File: src/rtl/priority_pkg.sv
// priority_pkg
//   Shared constants and helpers for the priority arbiter slice.
//   MODE_FIXED / MODE_RR : values for the arbiter RR_MODE parameter.
//   clog2(n)             : index width for n requesters (minimum 1 bit).
package priority_pkg;

    localparam int MODE_FIXED = 0;
    localparam int MODE_RR    = 1;

    function automatic int clog2(input int n);
        int w;
        w = 1;
        for (int i = 1; i < 32; i++) begin
            if ((1 << i) < n) begin
                w = i + 1;
            end
        end
        return w;
    endfunction

endpackage

File: src/rtl/priority_find_hi.sv
// priority_find_hi
//   Combinational highest-set-bit finder.
//   Ports:
//     d   [N-1:0] in  : candidate vector
//     idx [W-1:0] out : index of the highest set bit of d (0 when d is zero)
//     any         out : d has at least one bit set
module priority_find_hi
    import priority_pkg::*;
#(
    parameter int N = 8,
    localparam int W = clog2(N)
) (
    input  logic [N-1:0] d,
    output logic [W-1:0] idx,
    output logic         any
);

    // Ascending scan: the last set bit seen is the highest one.
    always_comb begin
        idx = '0;
        any = 1'b0;
        for (int i = 0; i < N; i++) begin
            if (d[i]) begin
                idx = W'(i);
                any = 1'b1;
            end
        end
    end

endmodule

File: src/rtl/priority_arbiter_n.sv
// priority_arbiter_n
//   N-way arbiter with registered grant, fixed-priority or round-robin.
//   Ports:
//     clk          in  : clock, all state on rising edge
//     rst          in  : synchronous active-high reset
//     D   [N-1:0]  in  : request vector, bit i = requester i active
//     Ack          in  : consumer accepts the current grant this cycle
//     Y   [W-1:0]  out : registered index of granted requester
//     Gnt [N-1:0]  out : registered one-hot grant (1 << Y when Vld, else 0)
//     Vld          out : registered grant-present flag
//   A grant is held until accepted; on acceptance the next grant is chosen
//   in the same cycle so consecutive grants have no bubble.
module priority_arbiter_n
    import priority_pkg::*;
#(
    parameter int N       = 8,
    parameter int RR_MODE = 1,
    localparam int W      = clog2(N)
) (
    input  logic         clk,
    input  logic         rst,
    input  logic [N-1:0] D,
    input  logic         Ack,
    output logic [W-1:0] Y,
    output logic [N-1:0] Gnt,
    output logic         Vld
);

    logic [W-1:0] ptr;
    logic [W-1:0] ptr_eff;
    logic         accept;
    logic         free;
    logic [N-1:0] mask;
    logic [N-1:0] d_masked;
    logic [W-1:0] idx_m;
    logic [W-1:0] idx_u;
    logic         any_m;
    logic         any_u;
    logic [W-1:0] sel_idx;
    logic         sel_any;
    logic [N-1:0] gnt_nxt;

    assign accept = Vld & Ack;
    assign free   = ~Vld | Ack;

    // On an accepted grant the search must already use the advanced pointer,
    // otherwise the just-served requester would win again.
    always_comb begin
        ptr_eff = ptr;
        if (accept) begin
            ptr_eff = (Y == '0) ? W'(N - 1) : (Y - W'(1));
        end
    end

    always_comb begin
        mask = '0;
        for (int i = 0; i < N; i++) begin
            mask[i] = (i <= int'(ptr_eff));
        end
    end

    assign d_masked = (RR_MODE == MODE_RR) ? (D & mask) : D;

    priority_find_hi #(.N(N)) u_find_masked (
        .d   (d_masked),
        .idx (idx_m),
        .any (any_m)
    );

    priority_find_hi #(.N(N)) u_find_all (
        .d   (D),
        .idx (idx_u),
        .any (any_u)
    );

    // Nothing at or below ptr means the search wraps to the top: the plain
    // highest-set-bit of D is then exactly the next index in wrap order.
    always_comb begin
        sel_any = any_u;
        sel_idx = idx_u;
        if ((RR_MODE == MODE_RR) && any_m) begin
            sel_idx = idx_m;
        end
        if (!sel_any) begin
            sel_idx = '0;
        end
    end

    always_comb begin
        gnt_nxt = '0;
        for (int i = 0; i < N; i++) begin
            gnt_nxt[i] = sel_any && (sel_idx == W'(i));
        end
    end

    always_ff @(posedge clk) begin
        if (rst) begin
            Vld <= 1'b0;
            Y   <= '0;
            Gnt <= '0;
        end else if (free) begin
            Vld <= sel_any;
            Y   <= sel_idx;
            Gnt <= gnt_nxt;
        end
    end

    always_ff @(posedge clk) begin
        if (rst) begin
            ptr <= W'(N - 1);
        end else if (accept && (RR_MODE == MODE_RR)) begin
            ptr <= ptr_eff;
        end
    end

endmodule

File: config.mk
export PLATFORM = sky130hd
export DESIGN_NAME = priority_arbiter_n
export DESIGN_NICKNAME = d
export VERILOG_FILES = /design/src/rtl/priority_pkg.sv /design/src/rtl/priority_find_hi.sv /design/src/rtl/priority_arbiter_n.sv
export SDC_FILE = /design/constraint.sdc
export NUM_CORES = 1
export LEC_CHECK = 0
export BUFFER_PORTS_ARGS = -buffer_cell sky130_fd_sc_hd__buf_2
export CAP_MARGIN = 20
export CORE_AREA = 5 5 133 84
export CTS_BUF_LIST = sky130_fd_sc_hd__clkbuf_2 sky130_fd_sc_hd__clkbuf_4 sky130_fd_sc_hd__clkbuf_8
export CTS_CLUSTER_DIAMETER = 120
export DETAILED_ROUTE_END_ITERATION = 16
export DIE_AREA = 0 0 138 89
export PLACE_DENSITY = 0.71
export SETUP_SLACK_MARGIN = 0.05
export SLEW_MARGIN = 0
export SYNTH_ARGS = -nofsm -noshare
export SYNTH_HDL_FRONTEND = slang
export SYNTH_HIERARCHICAL = 1
export SYNTH_SLANG_ARGS = --single-unit
File: constraint.sdc
create_clock -name clk -period 5 [get_ports clk]
set_input_delay 1 -clock clk [delete_from_list [all_inputs] [get_ports clk]]
set_output_delay 1 -clock clk [all_outputs]
set_load 0.1 [all_outputs]
Word level (Yosys, flattened, before mapping)
Index checks and enable logic that the tools add are counted.

word-level totals
  word-level logic and storage cells = 68
  input bits = 11
  output and inout port bits = 41
  bits in registers = 73

operators by class
  muxes and demuxes = 34
  magnitude comparators = 8
  $add $sub $neg = 1
  equality and inequality tests = 7
  reductions and logical operators = 10
  bitwise gates (word level) = 4

operator list
  kind                                                            number
  == test 32 x 3 -> 1 bit, second input constant                  4
  less-or-equal comparator 4 x 32 -> 1 bit, first input constant  4
  two-way mux 32 bit                                              4
  == test 32 x 2 -> 1 bit, second input constant                  2
  less-or-equal comparator 3 x 32 -> 1 bit, first input constant  2
  logical NOT 32 bit                                              2
  == test 32 x 1 -> 1 bit, second input constant                  1
  less-or-equal comparator 1 x 32 -> 1 bit, first input constant  1
  less-or-equal comparator 2 x 32 -> 1 bit, first input constant  1
  subtractor 32 x 1 -> 32 bit, second input constant              1
  two-way mux 3 bit                                               8
  two-way mux 1 bit                                               18
  AND 8 bit                                                       1
  logical AND 1 bit                                               8
  two-way mux 2 bit                                               4
  AND 1 bit                                                       1
  NOT 1 bit                                                       1
  OR 1 bit                                                        1

Logic depth before layout (Yosys ltp)
  word-level depth = 17
  mapped depth = 24
  mapped depth without buffers = 20

By module
The synthesis kept the hierarchy.

modules (own cells, without submodules)
  module              instances  area an instance (um^2)  sequential area each (um^2)  cells an instance
  priority_arbiter_n  1          4,157.7                  1,461.4                      519
  priority_find_hi    2          279.0                    0.0                          42

Worst setup path after synthesis
Ideal clock, no wire load.

  path type = register to register
  start point = reg Y[0]
  end point = reg Gnt[0]
  stages on the path, launching flop included = 20
  arrival time = 5.348 ns
  library setup time = 0.068 ns
  path slack = -0.416 ns
  buffers on the path = 3
  data required time = 4.932 ns
  period minus slack after synthesis = 5.416 ns
  cell sequence = dfxtp_1 inv_1 ha_1 nand3_1 nor2_1 xor2_1 or4b_2 o41ai_1 nand4_1 o311a_2 nor2_1 nand4_1 clkbuf_1 clkbuf_1 clkbuf_1 mux2_2 and2_1 nor2_1 a22oi_1 nor2_1

between the ends
  elaborated cells on any way between the ends = 32
  classes of those cells = 1 x add/sub; 8 x order compare; 19 x mux; 1 x bitwise; 3 x reduce/logical

RTL lines
  element                                                                   RTL line                   source
  from (decl)                                                               priority_arbiter_n.sv:24   output logic [W-1:0] Y,
  from (signal assigned)                                                    priority_arbiter_n.sv:103  Y <= sel_idx;
  subtractor 32 x 1 -> 32 bit / logical NOT 32 bit (equally long branches)  priority_arbiter_n.sv:51   ptr_eff = (Y == '0) ? W'(N - 1) : (Y - W'(1));
  two-way mux 32 bit (*)                                                    priority_arbiter_n.sv:51
  two-way mux 32 bit (*)                                                    priority_arbiter_n.sv:50   if (accept) begin
  less-or-equal comparator 4 x 32 -> 1 bit (*)                              priority_arbiter_n.sv:58   mask[i] = (i <= int'(ptr_eff));
  AND 8 bit (*)                                                             priority_arbiter_n.sv:62   assign d_masked = (RR_MODE == MODE_RR) ? (D & mask) : D;
  net d_masked[6]                                                           priority_arbiter_n.sv:34   logic [N-1:0] d_masked;
  two-way mux 1 bit (*) (2 in series)                                       priority_find_hi.sv:23     if (d[i]) begin
  net any_m                                                                 priority_arbiter_n.sv:37   logic any_m;
  two-way mux 32 bit (*)                                                    priority_arbiter_n.sv:81   if ((RR_MODE == MODE_RR) && any_m) begin
  two-way mux 32 bit (*)                                                    priority_arbiter_n.sv:84   if (!sel_any) begin
  logical NOT 32 bit (*)                                                    priority_arbiter_n.sv:92   gnt_nxt[i] = sel_any && (sel_idx == W'(i));
  logical AND 1 bit (*)                                                     priority_arbiter_n.sv:92
  to (signal assigned)                                                      priority_arbiter_n.sv:104  Gnt <= gnt_nxt;
  to (decl)                                                                 priority_arbiter_n.sv:25   output logic [N-1:0] Gnt,

Mark *: on every way through the listed nets, which the timed path passes. The rest lies on a longest branch.
A chain may end at the register's enable or synchronous reset.

Final worst setup path
  start point = reg Y[4]
  end point = reg Gnt[2]

between the ends
  elaborated cells on any way between the ends = 32
  classes of those cells = 1 x add/sub; 8 x order compare; 1 x eq/ne; 19 x mux; 1 x bitwise; 2 x reduce/logical

RTL lines
  element                                                                   RTL line
  subtractor 32 x 1 -> 32 bit / logical NOT 32 bit (equally long branches)  priority_arbiter_n.sv:51
  two-way mux 32 bit (*)                                                    priority_arbiter_n.sv:51
  two-way mux 32 bit (*)                                                    priority_arbiter_n.sv:50
  less-or-equal comparator 4 x 32 -> 1 bit (*)                              priority_arbiter_n.sv:58
  AND 8 bit (*)                                                             priority_arbiter_n.sv:62
  net d_masked[6]                                                           priority_arbiter_n.sv:34
  two-way mux 1 bit (*) (2 in series)                                       priority_find_hi.sv:23
  net any_m                                                                 priority_arbiter_n.sv:37
  two-way mux 32 bit (*)                                                    priority_arbiter_n.sv:81
  two-way mux 32 bit (*)                                                    priority_arbiter_n.sv:84
  == test 32 x 2 -> 1 bit (*)                                               priority_arbiter_n.sv:92
  logical AND 1 bit (*)                                                     priority_arbiter_n.sv:92

Marks and branches as above.

==> flow_metrics.tcl <==
set metrics [dict create \
    outcome "completed" \
    synth_ff_type "dfxtp_1" \
    initial_core_util_pct 48.4 \
    cts_htree_levels 3 \
    critPathMaxFanout 11 \
    r2r_slack_ps 330 \
    rsz0062_at_grt "false" \
    synth_edf_count 0 \
    period_needed_ps 4670 \
    drt.antenna.violating_nets 0 \
    ys_async_sr_fraction_pct 0 \
    synth_top_family_by_area "simple AND/OR/NAND/NOR gates" \
    ys_top_cells_by_count "89 x nor2_1, 73 x dfxtp_1, 59 x buf_4" \
    cp-endpoint "Gnt[2]$_SDFFE_PP0P_" \
    rr_startpoint "Y[4]$_SDFFE_PP0P_" \
    hpwl_um 9730 \
    required_ps 5290 \
    drv_slew 0 \
    clk_path_buf_depth 2 \
    num_rows 28 \
    drcViolationCount 0 \
    drt_iter0_markers 405 \
    cp-end-kind "register" \
    final_area_mm2 0.00510 \
    max-vdd-ir-drop_mv 0.148 \
    clk_latency_ps 360 \
    synth_cell_type_count 62 \
    ys_warn_count 6 \
    hold_viol 0 \
    netlist_instances 603 \
    io_pins 52 \
    firstDrtPassIters 6 \
    syn_area_per_cell_um2 7.82 \
    grt_use_total_pct 21.6 \
    post_drt_wl_per_cell_um 16.8 \
    finalSetupViolations 0 \
    die_x_um 138 \
    drt_wl_total_um 13200 \
    critPathSlowestCell "or4_4" \
    r2r-end "Gnt[2]$_SDFFE_PP0P_" \
    drive_above_1_share_pct 23.2 \
    syn_to_final_growth_pct 8.17 \
    antenna_found_initial 0 \
    hold_path_depth 2 \
    path_cells "or4_4, nor3_1, and3_2, a21o_2, a31oi_1, nor4b_2, nand4_1, buf_4, o311a_2, nor2_1, nand4_1, mux2_2, and2_1, nor2_1, a22oi_1, nor2_1" \
    root_buffer "clkbuf_8" \
    hold_buffers 0 \
    clk_pin_slew_ps 70 \
    r2r_cells 16 \
    yosysTopAreaCell "dfxtp_1" \
    crit_buf_inv 1 \
    path_class "register to register" \
    grt_max_degree 51 \
    synth_mux_area_share_pct 7.30 \
    synth_seq_cells 73 \
    cts_made_buffers 9 \
    die_h_um 89 \
    synthSimpleGateAreaFrac_pct 25.4 \
    critPathLaunchType "register" \
    dieArea_mm2 0.0123 \
    synth-compound-area-share_pct 18.8 \
    tns_ps 0 \
    critPathMaxStageDelay_ps 560 \
    crit_family "simple AND/OR/NAND/NOR gates" \
    grt_pass1_wl_um 21200 \
    synth_top_area_share_pct 31.0 \
    port_buffers 51 \
    worstHoldPathType "register to register" \
    cellPowerDensity_mw_per_mm2 291 \
    first_global_vias 4042 \
    yosys.area_share.xor_xnor_pct 2.97 \
    synth_fa_ha_area_share_pct 0.531 \
    gr-total-overflow 0 \
    cp-startpoint "Y[4]$_SDFFE_PP0P_" \
    power.leakage_nw 2.24 \
    gp_congestion 0.942 \
    finalPower_w 0.00149 \
    crit_top_cell "nor2_1" \
    yosysMostFrequentCell "nor2_1" \
    synth_area_mm2 0.00472 \
    clkSinkCount 73 \
    tightest_slew_ps 802 \
    fin_nets 656 \
    fmax_ghz 0.214 \
    post-route-period-util_pct 93.4 \
    worstPathArrival_ps 4960 \
    cts_tree "done" \
    synthTopCellsByArea "dfxtp_1 31%, buf_4 9.4%, nor2_1 7.1%" \
    drv_cap 0 \
    postPlaceCellArea_mm2 0.00491 \
    vias 4438 \
    vias_per_cell 5.68 \
    finalClockSkew_ps 7.83 \
    relSlewSlack_pct 46.6 \
    core_mm2 0.00974 \
    antenna_cells 0 \
    cp.depth 16 \
    ys_seq_area_share_pct 31.0 \
]
-- sequential cells by signal, summed over array words and instances, names as in the netlist --
signal,cells
Vld,1
ptr,32
Gnt,8
Y,32
-- cells in the final DEF (no fill, tap or decap), types with 3 or more instances in the layout --
cell type	n
nor2_1	89
dfxtp_1	59
conb_1	58
buf_2	51
a21oi_1	50
nand2_1	34
nor3_1	21
buf_4	20
mux2_2	19
nand3_1	18
a22oi_1	16
mux2i_1	13
dfxtp_2	12
o21ai_0	12
o31ai_1	10
xor2_1	10
a31oi_1	10
clkbuf_8	10
nor4_1	8
nand4_1	7
or4_1	7
or2_2	7
and2_1	7
inv_1	6
xnor2_1	6
nor2b_1	6
o41ai_1	5
and3_1	5
o311a_2	5
or3_1	4
a211oi_1	4
nor3b_1	3
or4b_2	3
o22ai_1	3
a41oi_1	3
nand2b_1	3
clkinv_1	3
-- stage by stage --
stage                     util (%)  std cells  hold slack [ps]  setup WS (ps)
after floorplan                  -        659              446           50.7
after global placement        50.4        766              470            319
after detailed placement      50.4        766              472            226
after CTS                     52.1        781              489            211
after global routing          52.4        782              505           71.4
final                         52.4        782              486            331
-- what timing repair did --
action,4_1_cts,5_1_grt
buffers inserted,0,1
endpoints found under the setup margin,0,11
gates resized for setup,0,3
-- cell families after synthesis --
kind of cell               count (synthesis)
adders and majority gates                  2
DFF                                       73
buffers and inverters                    107
muxes                                     32
and+or+nand+nor                          238
other                                      2
xor gates and xnor gates                  16
AOI/OAI and AO/OA                        133
-- area by class of cell --
class	count	area (um2)
Clock buffer	12	153
Clock inverter	3	16.3
Fill cell	980	4640
Inverter	9	33.8
Multi-Input combinational cell	479	2840
Sequential cell	73	1480
Tap cell	135	169
Timing Repair Buffer	71	405
-- routing by layer --
| layer | up-vias | track usage [%] | share of wire, % |
|---|---|---|---|
| li1 | 2124 | - | - |
| met1 | 2062 | 31.0 | 49 |
| met2 | 227 | 31.8 | 41 |
| met3 | 25 | 6.31 | 8.8 |
| met4 | 0 | 5.65 | 1.4 |
| met5 | - | 0 | 0 |
-- worst min-delay path by stage --
| stage | slack (ps) | endpoint | from |
|---|---|---|---|
| global placement | 470 | ptr[26]$_SDFFE_PP0P_ | ptr[26]$_SDFFE_PP0P_ |
| detailed placement | 470 | ptr[26]$_SDFFE_PP0P_ | ptr[26]$_SDFFE_PP0P_ |
| finish | 490 | ptr[26]$_SDFFE_PP0P_ | ptr[26]$_SDFFE_PP0P_ |
| floorplan | 450 | ptr[26]$_SDFFE_PP0P_ | ptr[26]$_SDFFE_PP0P_ |
| CTS | 490 | ptr[26]$_SDFFE_PP0P_ | ptr[26]$_SDFFE_PP0P_ |
| global route | 510 | ptr[26]$_SDFFE_PP0P_ | ptr[26]$_SDFFE_PP0P_ |
-- power breakdown --
| part | switching [W] | internal (W) | leakage, nW |
|---|---|---|---|
| combinational | 0.000297 | 0.000119 | 1.54 |
| clock | 0.000215 | 0.000201 | 0.0934 |
| sequential | 0.0000409 | 0.000614 | 0.604 |
| total | 0.000552 | 0.000933 | 2.24 |
-- worst register-to-register path: stages, from the launching register on --
cell and delay (ps):
dfxtp_2 380, or4_4 560, nor3_1 420, and3_2 380
a21o_2 250, a31oi_1 100, nor4b_2 410, nand4_1 140
buf_4 180, o311a_2 410, nor2_1 190, nand4_1 270
mux2_2 370, and2_1 200, nor2_1 150, a22oi_1 90
nor2_1 120
Note: power is estimated with default switching activity, not from simulation.
